===== config.mk =====
export PLATFORM = sky130hd
export DESIGN_NAME = mem_bus_arbiter
export DESIGN_NICKNAME = d
export VERILOG_FILES = /design/src/rtl/mem_bus_arbiter_pkg.sv /design/src/rtl/mem_bus_arbiter_port_tracker.sv /design/src/rtl/mem_bus_arbiter.sv
export SDC_FILE = /design/constraint.sdc
export NUM_CORES = 1
export LEC_CHECK = 0
export BUFFER_PORTS_ARGS = -buffer_cell sky130_fd_sc_hd__buf_2
export CAP_MARGIN = 20
export CORE_UTILIZATION = 25
export DETAILED_ROUTE_END_ITERATION = 10
export GPL_ROUTABILITY_DRIVEN = 0
export RECOVER_POWER = 50
export SLEW_MARGIN = 40
export SYNTH_ARGS = -nofsm -noshare
export SYNTH_HDL_FRONTEND = slang
export SYNTH_SLANG_ARGS = --single-unit

===== constraint.sdc =====
create_clock -name clk -period 5.1 [get_ports clk]
set_input_delay 0 -clock clk [delete_from_list [all_inputs] [get_ports clk]]
set_output_delay 0 -clock clk [all_outputs]
set_load 0.05 [all_outputs]

===== src/rtl/mem_bus_arbiter_pkg.sv =====
// mem_bus_arbiter_pkg: shared state encoding, timeout default and Wishbone width constants
package mem_bus_arbiter_pkg;
  localparam int WB_AW = 32;
  localparam int WB_DW = 32;
  localparam int WB_SW = WB_DW / 8;
  localparam int TIMEOUT_DEF = 255;
  localparam logic [WB_SW-1:0] SEL_FULL = 4'hF;
  typedef enum logic [1:0] {IDLE = 2'd0, BUSY_M = 2'd1, BUSY_IF = 2'd2} arb_state_e;
endpackage


===== src/rtl/mem_bus_arbiter_port_tracker.sv =====
// mem_bus_arbiter_port_tracker: per-port done flag, result hold register and stall request (ce/stall/flush/set/load/ldata in; done/data/stallreq out)
module mem_bus_arbiter_port_tracker
  import mem_bus_arbiter_pkg::*;
(
  input  logic             clk,
  input  logic             rst,
  input  logic             ce,
  input  logic             stall,
  input  logic             flush,
  input  logic             set,
  input  logic             load,
  input  logic [WB_DW-1:0] ldata,
  output logic             done,
  output logic [WB_DW-1:0] data,
  output logic             stallreq
);
  assign stallreq = ce & ~done & ~rst;
  always_ff @(posedge clk)
    if (rst) begin
      done <= 1'b0;
      data <= '0;
    end else begin
      done <= ~flush & (set | (done & stall));
      if (load) data <= ldata;
    end
endmodule


===== src/rtl/mem_bus_arbiter.sv =====
// mem_bus_arbiter: shares one Wishbone-classic bus between fetch (if_*) and load/store (m_*) ports, data port first, with stall requests, flush discard and timeout (bus_* master side)
module mem_bus_arbiter
  import mem_bus_arbiter_pkg::*;
#(
  parameter int TIMEOUT_CYC   = TIMEOUT_DEF,
  parameter bit RESET_WE_GATE = 1'b1
) (
  input  logic             clk,
  input  logic             rst,
  input  logic             if_ce_i,
  input  logic [WB_AW-1:0] if_addr_i,
  output logic [WB_DW-1:0] if_data_o,
  input  logic             if_stall_i,
  output logic             stallreq_if_o,
  input  logic             m_ce_i,
  input  logic             m_we_i,
  input  logic [WB_SW-1:0] m_sel_i,
  input  logic [WB_AW-1:0] m_addr_i,
  input  logic [WB_DW-1:0] m_wdata_i,
  output logic [WB_DW-1:0] m_rdata_o,
  input  logic             m_stall_i,
  output logic             stallreq_mem_o,
  input  logic             flush_i,
  output logic             bus_cyc_o,
  output logic             bus_stb_o,
  output logic             bus_we_o,
  output logic [WB_SW-1:0] bus_sel_o,
  output logic [WB_AW-1:0] bus_adr_o,
  output logic [WB_DW-1:0] bus_dat_o,
  input  logic [WB_DW-1:0] bus_dat_i,
  input  logic             bus_ack_i,
  output logic             bus_timeout_o
);
  arb_state_e state, state_n;
  logic [15:0] cnt;
  logic discard, we_q, done_if, done_m;
  logic start_m, start_if, ack, tmo, fin, fin_m, fin_if;
  logic [WB_DW-1:0] rdata;
  always_ff @(posedge clk) state <= rst ? IDLE : state_n;
  always_comb state_n = start_m ? BUSY_M : start_if ? BUSY_IF : fin ? IDLE : state;
  always_comb begin
    start_m = state == IDLE && m_ce_i && !done_m && !flush_i;
    start_if = state == IDLE && !start_m && if_ce_i && !done_if && !flush_i;
    ack = state != IDLE && bus_ack_i;
    tmo = state != IDLE && !bus_ack_i && cnt == 16'(TIMEOUT_CYC - 1);
    fin = ack || tmo;
    fin_m = fin && state == BUSY_M && !discard && !flush_i;
    fin_if = fin && state == BUSY_IF && !discard && !flush_i;
    rdata = tmo ? '0 : bus_dat_i;
  end
  always_ff @(posedge clk)
    if (rst) begin
      bus_cyc_o <= 1'b0;
      bus_stb_o <= 1'b0;
      we_q <= 1'b0;
      bus_sel_o <= '0;
      bus_adr_o <= '0;
      bus_dat_o <= '0;
      bus_timeout_o <= 1'b0;
      discard <= 1'b0;
      cnt <= '0;
    end else begin
      bus_timeout_o <= tmo;
      cnt <= state == IDLE || fin ? '0 : cnt + 16'd1;
      discard <= state != IDLE && !fin && (discard || flush_i);
      if (start_m || start_if) begin
        bus_cyc_o <= 1'b1;
        bus_stb_o <= 1'b1;
        we_q <= start_m && m_we_i;
        bus_sel_o <= start_m ? m_sel_i : SEL_FULL;
        bus_adr_o <= start_m ? m_addr_i : if_addr_i;
        if (start_m) bus_dat_o <= m_wdata_i;
      end else if (fin) begin
        bus_cyc_o <= 1'b0;
        bus_stb_o <= 1'b0;
      end
    end
  assign bus_we_o = we_q & ~(RESET_WE_GATE & (state == BUSY_IF));
  mem_bus_arbiter_port_tracker u_trk_m (
    .clk(clk), .rst(rst), .ce(m_ce_i), .stall(m_stall_i), .flush(flush_i),
    .set(fin_m), .load(fin_m && !we_q), .ldata(rdata),
    .done(done_m), .data(m_rdata_o), .stallreq(stallreq_mem_o)
  );
  mem_bus_arbiter_port_tracker u_trk_if (
    .clk(clk), .rst(rst), .ce(if_ce_i), .stall(if_stall_i), .flush(flush_i),
    .set(fin_if), .load(fin_if), .ldata(rdata),
    .done(done_if), .data(if_data_o), .stallreq(stallreq_if_o)
  );
endmodule

==> impl_results.md <==
- Status: finished, final reports clean
- Mean routed wirelength per cell: 15.5 um
- Yosys warning count: 0
- Worst-path clk slew: around 0.06 ns
- Critical Path Sink: bus_adr_o[3]
- Commonest non-fill, non-tap cell in the layout: dfxtp_1
- Worst-margin pin slew: roughly 0.78 ns
- Die Ht: between 150 and 200 um
- R2R setup slack: about 1.8 ns
- Area contributors post-synth: dfxtp_1 48%, a21oi_1 7.7%, nand2_1 5.8%
- First-pass GRT wire length: 34400 um
- Setup WS pre-CTS: 2.24 ns
- Fin area: 9960 um^2
- Synthesized cell area: ~6500 um^2
- CP Cell Sequence: nor3_1, nand3b_1, buf_4, mux2i_1, a211oi_1, dlygate4sd3_1
- Worst Skew: about 0.0081 ns
- Most frequent cells in the layout: 156 x dfxtp_1, 139 x buf_2, 138 x clkbuf_1
- Sw Ratio: between 20% and 30%
- R2R depth: 6
- Required @ worst endpoint: roughly 5.5 ns
- CP endpoint kind: register
- Yosys top cell by area: dfxtp_1
- Clk buf depth: 2
- Layout Area Growth over Synthesis: 52.4%
- Max IR drop VDD: approximately 0.23 mV
- Core ar.: between 20000 and 30000 um^2
- Area of placed instances: around 8100 um^2
- Routed met3 length: 1090 um
- Max layer used: met4
- Final setup vio count: 0
- Clock Latency Late Sink: between 0.4 and 0.5 ns
- Slew HR: ~48%
- HP Class: input port to register
- Cts hold-fix bufs: 137
- Fin. Hold Viols: 0
- Critical path launch point: state[1]
- Nets: approximately 1.2k
- Crit-path slowest cell: nor3_1
- Syn nets: about 870
- Post-Syn Instances: around 730
- Worst Path Max Fanout: 28
- Fin cells: ~1.4k
- Fmax achieved: between 300 and 400 MHz
- Sequential fraction of the synthesis area: roughly 48%
- Starting density of the core: 25.7%
- PostCTS Resize Cnt: 0
- CTS tree: yes
- Min Tclk post-route: between 3 and 4 ns
- Setup repair bufs after CTS: 0
- Pint: 2.29 mW
- Placed Cells: ~1.3k
- Clk root buf: clkbuf_16
- Std cell rows: just under 60
- P per Cell Area: 321 nW/um^2
- DR vias: about 7k
- Clk sink count: 156
- CP bufs+invs: 2
- Syn Area/Cell: 9.00 um^2
- FF+latch count, synth: ~160
- RSZ-0062 raised after global routing: false
- # DRC: 0
- Net Sw Power: 0.909 mW
- DR vias/cell: ~4.8
- HPWL after DPL: approximately 13000 um
- Initial DRC count: 567
- Leakage power: just under 4 nW
- GRT Total Usage: about 16%
- DRT Pass-1 Iters: 6
- Final Max Tran Viols: 0
- Largest net degree at the start of global routing: about 100
- ANT nets after route: 0
- Die ar.: approximately 27000 um^2
- Critical path's largest stage delay: between 0.6 and 0.7 ns
- FF-to-FF End: bus_adr_o[3]
- Max_cap viols: 0
- Critical path arrival: 3.69 ns
- Die X: between 150 and 200 um
- Top cell type's share of synthesized area: a little under half
- Final setup margin: between 1.5 and 2 ns
- CP Depth: 6
- Critical path type: register to register
- I/O Buffers: between 200 and 300
- Period utilization: around 65%
- Logic pwr share: about 17%
- Number of global-route vias before repair: roughly 6.8k
- Worst R2R Start: state[1]
- Unique masters post-synth: 44
- M1 wire length: 9800 um
- TritonCTS Buffers: 17
- Share of layout cells above drive strength 1: a little under a fifth
- Met2 WL: between 10000 and 15000 um
- Grt ovf: 0
- Setup TNS: 0 ns
- Worst setup SP type: register
- Seq pwr share: approximately two fifths
- H-tree levels: 4
- Initial antenna violation count: 1
- Clock share of power: approximately 43%
- Drt total wl: 22300 um
- IO Count: between 200 and 300
- CP top delay family: simple AND/OR/NAND/NOR gates
==> logic make-up (layout without fill, tap and decap cells) <==
group / after synthesis / in the layout / share of synthesized area, %
AO/OA/AOI/OAI: 239 / 239 / 26.1
flip-flops: 156 / 156 / 47.8
buffers and inverters: 78 / 462 / 5.55
other: 0 / 1 / 0
multiplexers: 32 / 32 / 4.90
AND/OR/NAND/NOR: 207 / 207 / 13.7
XOR/XNOR: 12 / 12 / 1.61
adder cells (fa/ha/maj): 2 / 2 / 0.383
==> synthesized netlist by cell type (all sizes together) <==
master    n
dfxtp   156
nand2   101
a21oi   100
nor2     59
clkbuf   49
a211oi   32
a22oi    32
mux2i    32
o211ai   32
o311ai   32
buf      24
nand3    10
nor3      8
xor2      8
and3      5
inv       4
nand4     4
nor3b     4
o21ai     4
xnor2     4
and4      3
and2      2
ha        2
nand2b    2
o221ai    2
o22ai     2
or3       2
or4b      2
a31o      1
a31oi     1
a32o      1
clkinv    1
nand3b    1
nor2b     1
nor4      1
nor4b     1
or4       1
==> worst reg2reg max path: stages, from the launching register on <==
cell and delay, ns:
dfxtp_1 0.40, nor3_1 0.64, nand3b_1 0.60, buf_4 0.49, mux2i_1 0.21, a211oi_1 0.35, dlygate4sd3_1 0.59
==> worst min-delay path by stage <==
| stage | start | to | cells past startpoint |
|---|---|---|---|
| 3_5_place_dp | m_wdata_i[20] | bus_dat_o[20] | 3 |
| 3_3_place_gp | m_wdata_i[24] | bus_dat_o[24] | 3 |
| 4_1_cts | bus_ack_i | state[0] | 4 |
| 5_1_grt | bus_ack_i | state[0] | 4 |
| 6_report | bus_ack_i | state[0] | 4 |
| 2_1_floorplan | flush_i | discard | 2 |
==> registers in the layout, summed over array words and instances (netlist names), 2 cells and up <==
| name | cells |
|---|---|
| u_trk_m.data | 32 |
| u_trk_if.data | 32 |
| bus_dat_o | 32 |
| state | 2 |
| cnt | 16 |
| bus_sel_o | 4 |
| bus_adr_o | 32 |
==> layout make-up <==
cell class	count	area (um^2)
Timing Repair Buffer	426	2690
Multi-Input combinational cell	492	3080
Antenna cell	1	2.50
Tap cell	330	413
Sequential cell	156	3120
Inverter	5	18.8
Clock inverter	13	189
Fill cell	2605	15400
Clock buffer	18	439
==> power by group through the flow <==
stage               sequential [mW]  clock (mW)  combinational, mW
floorplan                      1.48           0              0.137
global placement               1.32           0              0.439
detailed placement             1.32           0              0.443
CTS                            1.30        1.43              0.536
global route                   1.30        1.47              0.560
finish                         1.30        1.38              0.527
==> metal layers <==
metal	GRT usage [%]	vias up
met2	28.2	202
met5	0	-
li1	-	3382
met3	3.74	31
met4	5.01	0
met1	19.4	3293
==> through the flow <==
| step | util, % | hold WS [ns] | power, mW |
|---|---|---|---|
| finish | 39.2 | 0.108 | 3.20 |
| global route | 39.2 | 0.128 | 3.33 |
| CTS | 39.9 | 0.0725 | 3.26 |
| detailed placement | 32.0 | 0.247 | 1.77 |
| global placement | 31.9 | 0.240 | 1.76 |
| floorplan | - | 0.121 | 1.62 |
Note: power is estimated with default switching activity, not from simulation.
